<file path="src/rtl/dmem_arbiter.sv">
// dmem_arbiter: round-robin CPU/HOST arbiter for the single-port DataMem.
// Optional stats counters enabled by defining DMEM_ARB_STATS_EN.
module dmem_arbiter #(
  parameter int WL        = 32,
  parameter int BURST_MAX = 4
) (
  input  logic          CLK,
  input  logic          RST,
  input  logic          cpu_req,
  input  logic          cpu_we,
  input  logic [WL-1:0] cpu_addr,
  input  logic [WL-1:0] cpu_wdata,
  output logic          cpu_gnt,
  output logic          cpu_stall,
  output logic [WL-1:0] cpu_rdata,
  output logic          cpu_rvalid,
  input  logic          host_req,
  input  logic          host_we,
  input  logic [WL-1:0] host_addr,
  input  logic [WL-1:0] host_wdata,
  input  logic          host_lock,
  output logic          host_gnt,
  output logic [WL-1:0] host_rdata,
  output logic          host_rvalid,
`ifdef DMEM_ARB_STATS_EN
  output logic [15:0]   cpu_wait_cnt,
  output logic [15:0]   host_gnt_cnt,
`endif
  output logic          DMWE,
  output logic [WL-1:0] DMA,
  output logic [WL-1:0] DMWD,
  input  logic [WL-1:0] DMRD
);

  localparam logic [3:0] BMAX = 4'(BURST_MAX);

  typedef enum logic {
    UNLOCKED,
    LOCKED
  } lock_e;

  lock_e         lock_q, lock_d;
  logic [3:0]    burst_cnt_q, burst_cnt_d;
  logic          last_owner_q, last_owner_d;
  logic [WL-1:0] cpu_rdata_q, cpu_rdata_d;
  logic [WL-1:0] host_rdata_q, host_rdata_d;
  logic          cpu_rvalid_q, cpu_rvalid_d;
  logic          host_rvalid_q, host_rvalid_d;

  // Grant selection: single requester wins, ties go to lock or round-robin
  always_comb begin
    cpu_gnt  = 1'b0;
    host_gnt = 1'b0;
    if (!RST) begin
      if (cpu_req && !host_req) begin
        cpu_gnt = 1'b1;
      end else if (host_req && !cpu_req) begin
        host_gnt = 1'b1;
      end else if (cpu_req && host_req) begin
        if (lock_q == LOCKED && burst_cnt_q < BMAX) begin
          host_gnt = 1'b1;
        end else if (last_owner_q) begin
          cpu_gnt = 1'b1;
        end else begin
          host_gnt = 1'b1;
        end
      end
    end
  end

  // DataMem port mux driven by the granted requester, zero when idle
  always_comb begin
    DMA  = '0;
    DMWD = '0;
    DMWE = 1'b0;
    if (host_gnt) begin
      DMA  = host_addr;
      DMWD = host_wdata;
      DMWE = host_we;
    end else if (cpu_gnt) begin
      DMA  = cpu_addr;
      DMWD = cpu_wdata;
      DMWE = cpu_we;
    end
  end

  assign cpu_stall = cpu_req & ~cpu_gnt;

  // Response outputs; rvalid is masked while reset is held
  assign cpu_rdata   = cpu_rdata_q;
  assign host_rdata  = host_rdata_q;
  assign cpu_rvalid  = cpu_rvalid_q & ~RST;
  assign host_rvalid = host_rvalid_q & ~RST;

  // Next-state for ownership, lock FSM and read responses
  always_comb begin
    last_owner_d  = last_owner_q;
    lock_d        = lock_q;
    burst_cnt_d   = burst_cnt_q;
    cpu_rdata_d   = cpu_rdata_q;
    host_rdata_d  = host_rdata_q;
    cpu_rvalid_d  = cpu_gnt & ~cpu_we;
    host_rvalid_d = host_gnt & ~host_we;

    if (cpu_gnt)  last_owner_d = 1'b0;
    if (host_gnt) last_owner_d = 1'b1;

    if (cpu_rvalid_d)  cpu_rdata_d  = DMRD;
    if (host_rvalid_d) host_rdata_d = DMRD;

    unique case (lock_q)
      UNLOCKED: begin
        if (host_gnt && host_lock) begin
          lock_d      = LOCKED;
          burst_cnt_d = 4'd1;
        end
      end
      LOCKED: begin
        if (!host_lock || !host_req || cpu_gnt) begin
          lock_d      = UNLOCKED;
          burst_cnt_d = 4'd0;
        end else if (host_gnt) begin
          burst_cnt_d = (burst_cnt_q >= BMAX) ? BMAX
                                              : burst_cnt_q + 4'd1;
        end
      end
      default: begin
        lock_d      = UNLOCKED;
        burst_cnt_d = 4'd0;
      end
    endcase
  end

  // State registers with synchronous reset
  always_ff @(posedge CLK) begin
    if (RST) begin
      last_owner_q  <= 1'b1;
      lock_q        <= UNLOCKED;
      burst_cnt_q   <= 4'd0;
      cpu_rdata_q   <= '0;
      host_rdata_q  <= '0;
      cpu_rvalid_q  <= 1'b0;
      host_rvalid_q <= 1'b0;
    end else begin
      last_owner_q  <= last_owner_d;
      lock_q        <= lock_d;
      burst_cnt_q   <= burst_cnt_d;
      cpu_rdata_q   <= cpu_rdata_d;
      host_rdata_q  <= host_rdata_d;
      cpu_rvalid_q  <= cpu_rvalid_d;
      host_rvalid_q <= host_rvalid_d;
    end
  end

`ifdef DMEM_ARB_STATS_EN
  logic [15:0] cpu_wait_cnt_q, cpu_wait_cnt_d;
  logic [15:0] host_gnt_cnt_q, host_gnt_cnt_d;

  // Saturating stall and host-grant counters
  always_comb begin
    cpu_wait_cnt_d = cpu_wait_cnt_q;
    host_gnt_cnt_d = host_gnt_cnt_q;
    if (cpu_stall && cpu_wait_cnt_q != 16'hFFFF)
      cpu_wait_cnt_d = cpu_wait_cnt_q + 16'd1;
    if (host_gnt && host_gnt_cnt_q != 16'hFFFF)
      host_gnt_cnt_d = host_gnt_cnt_q + 16'd1;
  end

  // Counter registers, cleared by reset
  always_ff @(posedge CLK) begin
    if (RST) begin
      cpu_wait_cnt_q <= '0;
      host_gnt_cnt_q <= '0;
    end else begin
      cpu_wait_cnt_q <= cpu_wait_cnt_d;
      host_gnt_cnt_q <= host_gnt_cnt_d;
    end
  end

  assign cpu_wait_cnt = cpu_wait_cnt_q;
  assign host_gnt_cnt = host_gnt_cnt_q;
`endif

endmodule

</file>
<file path="config.mk">
export PLATFORM = sky130hd
export DESIGN_NAME = dmem_arbiter
export DESIGN_NICKNAME = d
export VERILOG_FILES = /design/src/rtl/dmem_arbiter.sv
export SDC_FILE = /design/constraint.sdc
export NUM_CORES = 1
export LEC_CHECK = 0
export CORE_AREA = 2 2 116 118
export DETAILED_ROUTE_END_ITERATION = 8
export DIE_AREA = 0 0 118 120
export GPL_ROUTABILITY_DRIVEN = 1
export PLACE_DENSITY_LB_ADDON = 0.05
export SETUP_SLACK_MARGIN = 0.1
export SLEW_MARGIN = 20
export SYNTH_ARGS = -nofsm -noshare
export SYNTH_HDL_FRONTEND = slang
export SYNTH_SLANG_ARGS = --single-unit
export TNS_END_PERCENT = 100
</file>
<file path="constraint.sdc">
create_clock -name CLK -period 4.45 [get_ports CLK]
set_input_delay 1.1125 -clock CLK [delete_from_list [all_inputs] [get_ports CLK]]
set_output_delay 1.1125 -clock CLK [all_outputs]
set_load 0.02 [all_outputs]
</file>
---- Word-level counts from Yosys, hierarchy flattened ----
Cells that the tools add are included.
W data, S select, Z words.
storage, ports and cells
  output and inout bits ................... 134
  bits in registers ....................... 72
  word-level logic and storage cells ...... 60
  bits of input ports ..................... 167
cells by class
  add/subtract/negate cells ............... 1
  $lt $le $gt $ge ......................... 2
  reductions and logical operators ........ 12
  equality and inequality tests ........... 2
  muxes and demuxes ....................... 26
  bitwise operators ....................... 10
operators by type and width
  kind                   count
  $mux W32               4
  $mux W1                16
  $mux W4                4
  $pmux W4 S2            1
  $and A1 B1 Y1          5
  $logic_and A1 B1 Y1    5
  $not A1 Y1             5
  $add A4 B1 Y4 const B  1
  $ge A4 B3 Y1 const B   1
  $lt A4 B3 Y1 const B   1
  $logic_not A1 Y1       3
  $ne A3 B2 Y1 const B   1
  $logic_or A1 B1 Y1     2
  $ne A2 B2 Y1 const B   1
  $pmux W1 S2            1
  $reduce_and A2 Y1      1
  $reduce_or A2 Y1       1

---- Longest topological paths before layout ----
Gate-level depths: netlist of run 1.
  word-level depth ........................ 10
  depth in mapped cells ................... 7
  gate-level depth less buffers ........... 4

---- Worst setup path before layout of run 1 ----
Ideal clock, no wire load.
  path type ............................... input to output
  start point ............................. input host_req
  end point ............................... output DMWD[11]
  stages .................................. 7
  arrival ................................. 2.196 ns
  setup slack ............................. 1.142 ns
  buffers on the path ..................... 3
  path through ............................ nand4bb_1 -> buf_2 -> and3_1 -> buf_4 -> buf_4 -> a22oi_1 -> nor2_1
between the ends
  cells in the longest elaborated chain, start to end .. 7
RTL lines
  element              line  text
  start: declaration   17    input logic host_req,
  $logic_and A1 B1 Y1  59    end else if (cpu_req && host_req) begin
  $mux W1              59
  $mux W1              57    end else if (host_req && !cpu_req) begin
  $mux W1              55    if (cpu_req && !host_req) begin
  $mux W1              54    if (!RST) begin
  $mux W32             80    end else if (cpu_gnt) begin
  $mux W32 *           76    if (host_gnt) begin
  end: declaration     31    output logic [WL-1:0] DMWD,
Every way passes the cells marked *; elsewhere a longest branch is shown, timed or not.

---- Worst setup path in the final report of run 1 ----
  start point ............................. input host_req
  end point ............................... output DMA[25]
between the ends
  cells in the longest elaborated chain, start to end .. 7
RTL lines
  element              line  text
  $logic_and A1 B1 Y1  59
  $mux W1              59
  $mux W1              57
  $mux W1              55
  $mux W1              54
  $mux W32             80
  $mux W32 *           76
  end: declaration     30    output logic [WL-1:0] DMA,
Marked as above.

==> impl_metrics.yaml, run 1 <==
outcome:
  outcome: "finished clean"
drt:
  vias: 4213
  first_pass_iters: 6
  wl_per_cell_um: 17.7
  drtAntennaViolNets: 0
  finalWirelength_um: 16000
  detail_route.iter0.violations: 228
  drc: 0
  viasPerCell: 4.67
floorplan:
  fp-row-count: 42
  die_h_um: 120
  pin_count: 301
  dieArea_um2: 14200
  initial_core_util_pct: 26.8
  die_x_um: 118
  coreArea_um2: 13000
final_layout:
  drive_above_1_share_pct: 4.41
  fin_nets: 888
  layout_commonest_cell: "clkdlybuf4s50_1"
  nFillCells: 1253
  final_cell_area_um2: 6950
  syn_to_final_growth_pct: 99.7
  mostFrequentLayoutCells: "clkdlybuf4s50_1 (286), nor2_1 (100), dfxtp_1 (72), a22oi_1 (65), nand2_1 (65)"
place:
  hpwlAfterDp_um: 12100
  place_ws_ns: 0.174
  postPlaceCellArea_um2: 6610
  io_buffers: 300
  gp_congestion: 0.903
logic_synthesis:
  synth-seq-cells: 72
  synth_compound_area_share_pct: 21.0
  synth_top_family_by_area: "simple AND/OR/NAND/NOR gates"
  yosys_warnings: 0
  synth_top_area_share_pct: 41.4
  synth_fa_ha_area_share_pct: 0.360
  avgSynthCellArea_um2: 7.96
  synth_nets: 605
  synthMuxAreaShare_pct: 9.21
  synth_xor_area_share_pct: 0
  synth.area.top_cells: "dfxtp_1 (41%), a22oi_1 (14%), nor2_1 (11%)"
  syn_inst: 437
  synth.cell_area_um2: 3480
  ys_seq_area_share_pct: 41.4
  netlist-cell-type-count: 30
  yosys.area_share.simple_pct: 21.2
  yosys.area.top_type: "dfxtp_1"
sta:
  max_freq_mhz: 233
  post-route-period-util_pct: 96.5
  setup_viol: 0
  finClkSkew_ns: 0.00492
  post-route-min-period_ns: 4.30
  worstMarginPinSlew_ns: 0.671
  tns_ns: 0
  finalHoldViolations: 0
  max_slew_margin_pct: 55.2
  finalMaxSlewViolations: 0
  rsz0062_at_grt: "no"
  fin_ws_ns: 0.154
clocking:
  clk_pin_slew_ns: 0.05
  cts_buffers: 9
  clk-insertion-delay-late_ns: 0.33
  clock_sinks: 72
  htree_levels: 3
  root_buffer: "clkbuf_16"
  clock_path_buffers: 2
  cts-resized-gates: 0
  post_cts_buffers: 0
  cts_tree: "done"
  cts_hold_buf: 0
worst_setup_path:
  crit_family: "buffers and inverters"
  worstPathMaxFanout: 21
  critPathArrivalTime_ns: 3.18
  cp_slowest_cell: "clkdlybuf4s50_1"
  start_kind: "primary input"
  crit_required_ns: 3.34
  critPathKind: "in2out"
  path_common_cell: "clkdlybuf4s50_1"
  crit_chain: "clkdlybuf4s50_1, a21bo_2, nand2_2, buf_4, a22oi_1, nor2_1, clkdlybuf4s50_1"
  critPathMaxStageDelay_ns: 0.64
  crit_buf_inv: 3
  critPathCaptureType: "output pin"
global_route:
  grt_usage_pct: 21.8
  antenna_found_initial: 1
  grt_pass1_vias: 4214
  gr-total-overflow: 0
  grt_pass1_wl_um: 23800
  grt_max_degree: 68
pwr:
  p_int_mw: 1.44
  seqPwrFrac_pct: 34.7
  power_frac_comb_pct: 29.6
  clkPwrFrac_pct: 35.8
  peakVddDrop_v: 0.000196
  p_sw_mw: 0.551
  p_leak_nw: 2.76
  p_per_area_nw_per_um2: 287
  swShare_pct: 27.7
worst_hold_path:
  hp-class: "reg2reg"
job:
  cap_violations: 0
kinds of logic (layout without fill, tap and decap cells):
| group | count (synthesis) | in the layout |
|---|---|---|
| mux | 32 | 32 |
| flops | 72 | 72 |
| compound gates | 107 | 107 |
| simple gates | 184 | 184 |
| fa+ha+maj | 1 | 1 |
| buf+inv | 41 | 329 |
| other cells | 0 | 1 |
power by group through the flow:
stage | clock network (mW) | registers (mW) | logic (mW)
after floorplan | 0 | 0.736 | 0.226
after CTS | 0.736 | 0.690 | 0.594
after detailed placement | 0 | 0.704 | 0.590
after global placement | 0 | 0.703 | 0.588
after global routing | 0.756 | 0.693 | 0.629
final | 0.712 | 0.690 | 0.589
cell type report:
type                    instances  area [um^2]  area share (%)
repair buffers                312         3170            45.7
inverters                       1         3.75          0.0540
clock inverters                 5         56.3           0.811
flip-flops and latches         72         1440            20.7
clock buffers                  11          243            3.49
diodes                          1         2.50          0.0360
multi-input cells             324         1810            26.0
well taps                     176          220            3.17
routing by layer:
| metal | share of wire (%) | GRT usage, % | vias up |
|---|---|---|---|
| met5 | 0 | 0 | - |
| met2 | 49 | 36.4 | 207 |
| met4 | 3.4 | 10.8 | 0 |
| met1 | 38 | 24.6 | 1898 |
| li1 | - | - | 2079 |
| met3 | 9.1 | 7.89 | 29 |
worst paths after layout:
check / start / to / slack, ns / cells after the start
setup / recovery: host_req / DMA[25] / 0.15 / 7
hold / removal: cpu_rdata[11] / cpu_rdata[11] / 0.45 / 2
setup reg to reg: burst_cnt_q[3] / host_rdata[9] / 2.41 / 6
hold reg to reg: cpu_rdata[11] / cpu_rdata[11] / 0.45 / 2
per-stage QoR:
step | hold WS (ns) | total power [mW] | std cells | utilization, %
2_1_floorplan | 0.446 | 0.962 | 437 | -
3_3_place_gp | 0.441 | 1.29 | 885 | 50.9
3_5_place_dp | 0.450 | 1.29 | 885 | 50.9
4_1_cts | 0.459 | 2.02 | 901 | 53.2
5_1_grt | 0.479 | 2.08 | 902 | 53.5
6_report | 0.455 | 1.99 | 902 | 53.5
sequential cells by signal, indices dropped and copies added, names as in the netlist:
register / count
cpu_rvalid_q: 1
cpu_rdata: 32
host_rdata: 32
host_rvalid_q: 1
last_owner_q: 1
lock_q: 1
burst_cnt_q: 4
tightest hold or removal path, cell delays in order, from the launching register on:
cell	delay [ns]
dfxtp_1	0.31
nand2_1	0.05
a21oi_1	0.05
synthesized netlist by cell type (all sizes together):
cell type    n
a211o        1
a21bo        1
a21oi       36
a22oi       65
a32o         1
and2         2
and3         2
and4         1
buf         23
clkbuf      17
dfxtp       72
ha           1
inv          1
mux2i       32
nand2       66
nand2b       1
nand3        2
nand4        1
nand4bb      1
nor2       100
nor2b        3
nor3         3
nor4         1
o21a         1
o21bai       1
o22a         1
or4          1
Note: power is estimated with default switching activity, not from simulation.
==> inputs of run 2 (changes only) <==
- CTS_CLUSTER_SIZE: default -> 10
==> results of run 2 <==
The final DEF is identical to that of run 1; final timing and power are the same.
==> inputs of run 3 (changes only) <==
- CTS_CLUSTER_SIZE: 10 -> 28
- GPL_TIMING_DRIVEN: default -> 0
==> impl_metrics.yaml, run 3 (synthesis results as in run 1) <==
outcome:
  outcome: "finished clean"
worst_setup_path:
  worstPathMaxFanout: 10
  critPathArrivalTime_ns: 3.13
  start_kind: "primary input"
  path_common_cell: "buf_4"
  crit_cells: 9
  critPathMaxStageDelay_ns: 0.55
  crit_chain: "clkdlybuf4s50_1, nand4bb_1, buf_2, and3_1, buf_4, buf_4, a22oi_2, nor2_1, dlygate4sd2_1"
  crit_family: "buffers and inverters"
  regToRegStartpoint: "burst_cnt_q[3]"
  crit_buf_inv: 5
  critPathKind: "in2out"
  critPathCaptureType: "output pin"
  reg2reg_depth: 6
  crit_required_ns: 3.34
  reg2reg_to: "host_rdata[3]"
  cp_slowest_cell: "clkdlybuf4s50_1"
  reg2reg_setup_slack_ns: 2.82
final_layout:
  syn_to_final_growth_pct: 102
  layout_commonest_cell: "clkdlybuf4s50_1"
  multi_input_area_um2: 1820
  fin_nets: 916
  n_antenna_cell: 0
  drive_above_1_share_pct: 6.37
  seqCellArea_um2: 1440
  mostFrequentLayoutCells: "clkdlybuf4s50_1 (235), nor2_1 (100), dfxtp_1 (72), nand2_1 (66), a22oi_1 (61)"
  nFillCells: 1305
pwr:
  total_power_mw: 2.08
  peakVddDrop_v: 0.000163
  p_leak_nw: 2.97
  p_per_area_nw_per_um2: 296
floorplan:
  dieArea_um2: 14200
  fp-row-count: 42
  die_h_um: 120
  coreArea_um2: 13000
  die_x_um: 118
  initial_core_util_pct: 26.8
  pin_count: 301
sta:
  setup_viol: 0
  worstMarginPinSlew_ns: 0.549
  tns_ns: 0
  max_slew_margin_pct: 63.4
  fin_ws_ns: 0.208
  rsz0062_at_grt: "yes"
  hold_ws_ns: 0.450
  finalMaxSlewViolations: 0
  max_freq_mhz: 236
  post-route-period-util_pct: 95.3
  post-route-min-period_ns: 4.24
  finalHoldViolations: 0
  finClkSkew_ns: 0.00391
clocking:
  clk_pin_slew_ns: 0.05
  cts_buffers: 9
  root_buffer: "clkbuf_16"
  clock_sinks: 72
  htree_levels: 3
  post_cts_buffers: 0
  clk-insertion-delay-late_ns: 0.32
  clock_path_buffers: 2
  cts_tree: "done"
job:
  cap_violations: 0
drt:
  vias: 4313
  viasPerCell: 4.64
  finalWirelength_um: 16200
  drtAntennaViolNets: 0
  first_pass_iters: 4
  drc: 0
  detail_route.iter0.violations: 128
  wl_per_cell_um: 17.4
worst_hold_path:
  hp-start: "cpu_rdata[8]"
  holdPathEnd: "cpu_rdata[8]"
  worstHoldPathCells: 2
  hp-class: "reg2reg"
global_route:
  antenna_found_initial: 0
  grt_usage_pct: 22.3
  grt_pass1_vias: 4384
  grt_max_degree: 13
  grt_pass1_wl_um: 24400
  gr-total-overflow: 0
place:
  io_buffers: 300
  place_ws_ns: -0.181
  gp_congestion: 0.875
  hpwlAfterDp_um: 13200
[run 3: cell count changes in the layout (fill, tap and decap cells not counted), sizes merged, moves of 2 or more]
cell,change
buf,+10
bufinv,+2
clkbuf,+17
clkdlybuf4s15,+5
clkdlybuf4s50,-51
dlygate4sd2,+50
dlymetal6s2s,-4
[run 3: per-stage QoR]
stage,area (um^2),std cells,utilization [%]
2_1_floorplan,3480,437,-
3_3_place_gp,6700,913,51.6
3_5_place_dp,6700,913,51.6
4_1_cts,6970,929,53.7
5_1_grt,7020,929,54.1
6_report,7020,929,54.1
[run 3: where the power goes]
group	leakage, nW	internal (mW)	switching (mW)	total, mW
Clock	0.162	0.545	0.261	0.806
Sequential	0.587	0.675	0.0152	0.690
Combinational	2.22	0.300	0.279	0.579
[run 3: how the worst max path moves through the flow]
stage,from,to
detailed placement,host_req,DMWD[10]
CTS,host_req,DMA[30]
floorplan,host_req,DMWD[11]
global route,host_req,DMWD[28]
global placement,host_req,DMWD[10]
finish,host_req,DMWD[25]
[run 3: tightest hold or removal path, cell delays in order (launching register included)]
cell and delay (ns):
dfxtp_1 0.30, nand2_1 0.05, a21oi_1 0.05
[run 3: layout make-up]
type	instances	share of cell area [%]
timing repair buffer	300	42.1
multi-input combinational	324	26.0
sequential	72	20.5
buffer	40	3.37
clock buffer	10	3.26
tap	176	3.14
clock inverter	6	1.53
inverter	1	0.0535
[run 3: per-layer routing]
metal | global-route usage [%] | vias to the layer above | routed length, um
li1 | - | 2132 | -
met1 | 23.5 | 1984 | 6060
met2 | 39.2 | 176 | 8160
met3 | 9.70 | 21 | 1540
met4 | 8.58 | 0 | 413
met5 | 0 | - | 0
[run 3: repair_timing]
| item | CTS | global route |
|---|---|---|
| gates resized for setup | 60 | 20 |
| endpoints found under the setup margin | 67 | 19 |
| hold buffers | 0 | 0 |
| pin swaps | 0 | 0 |
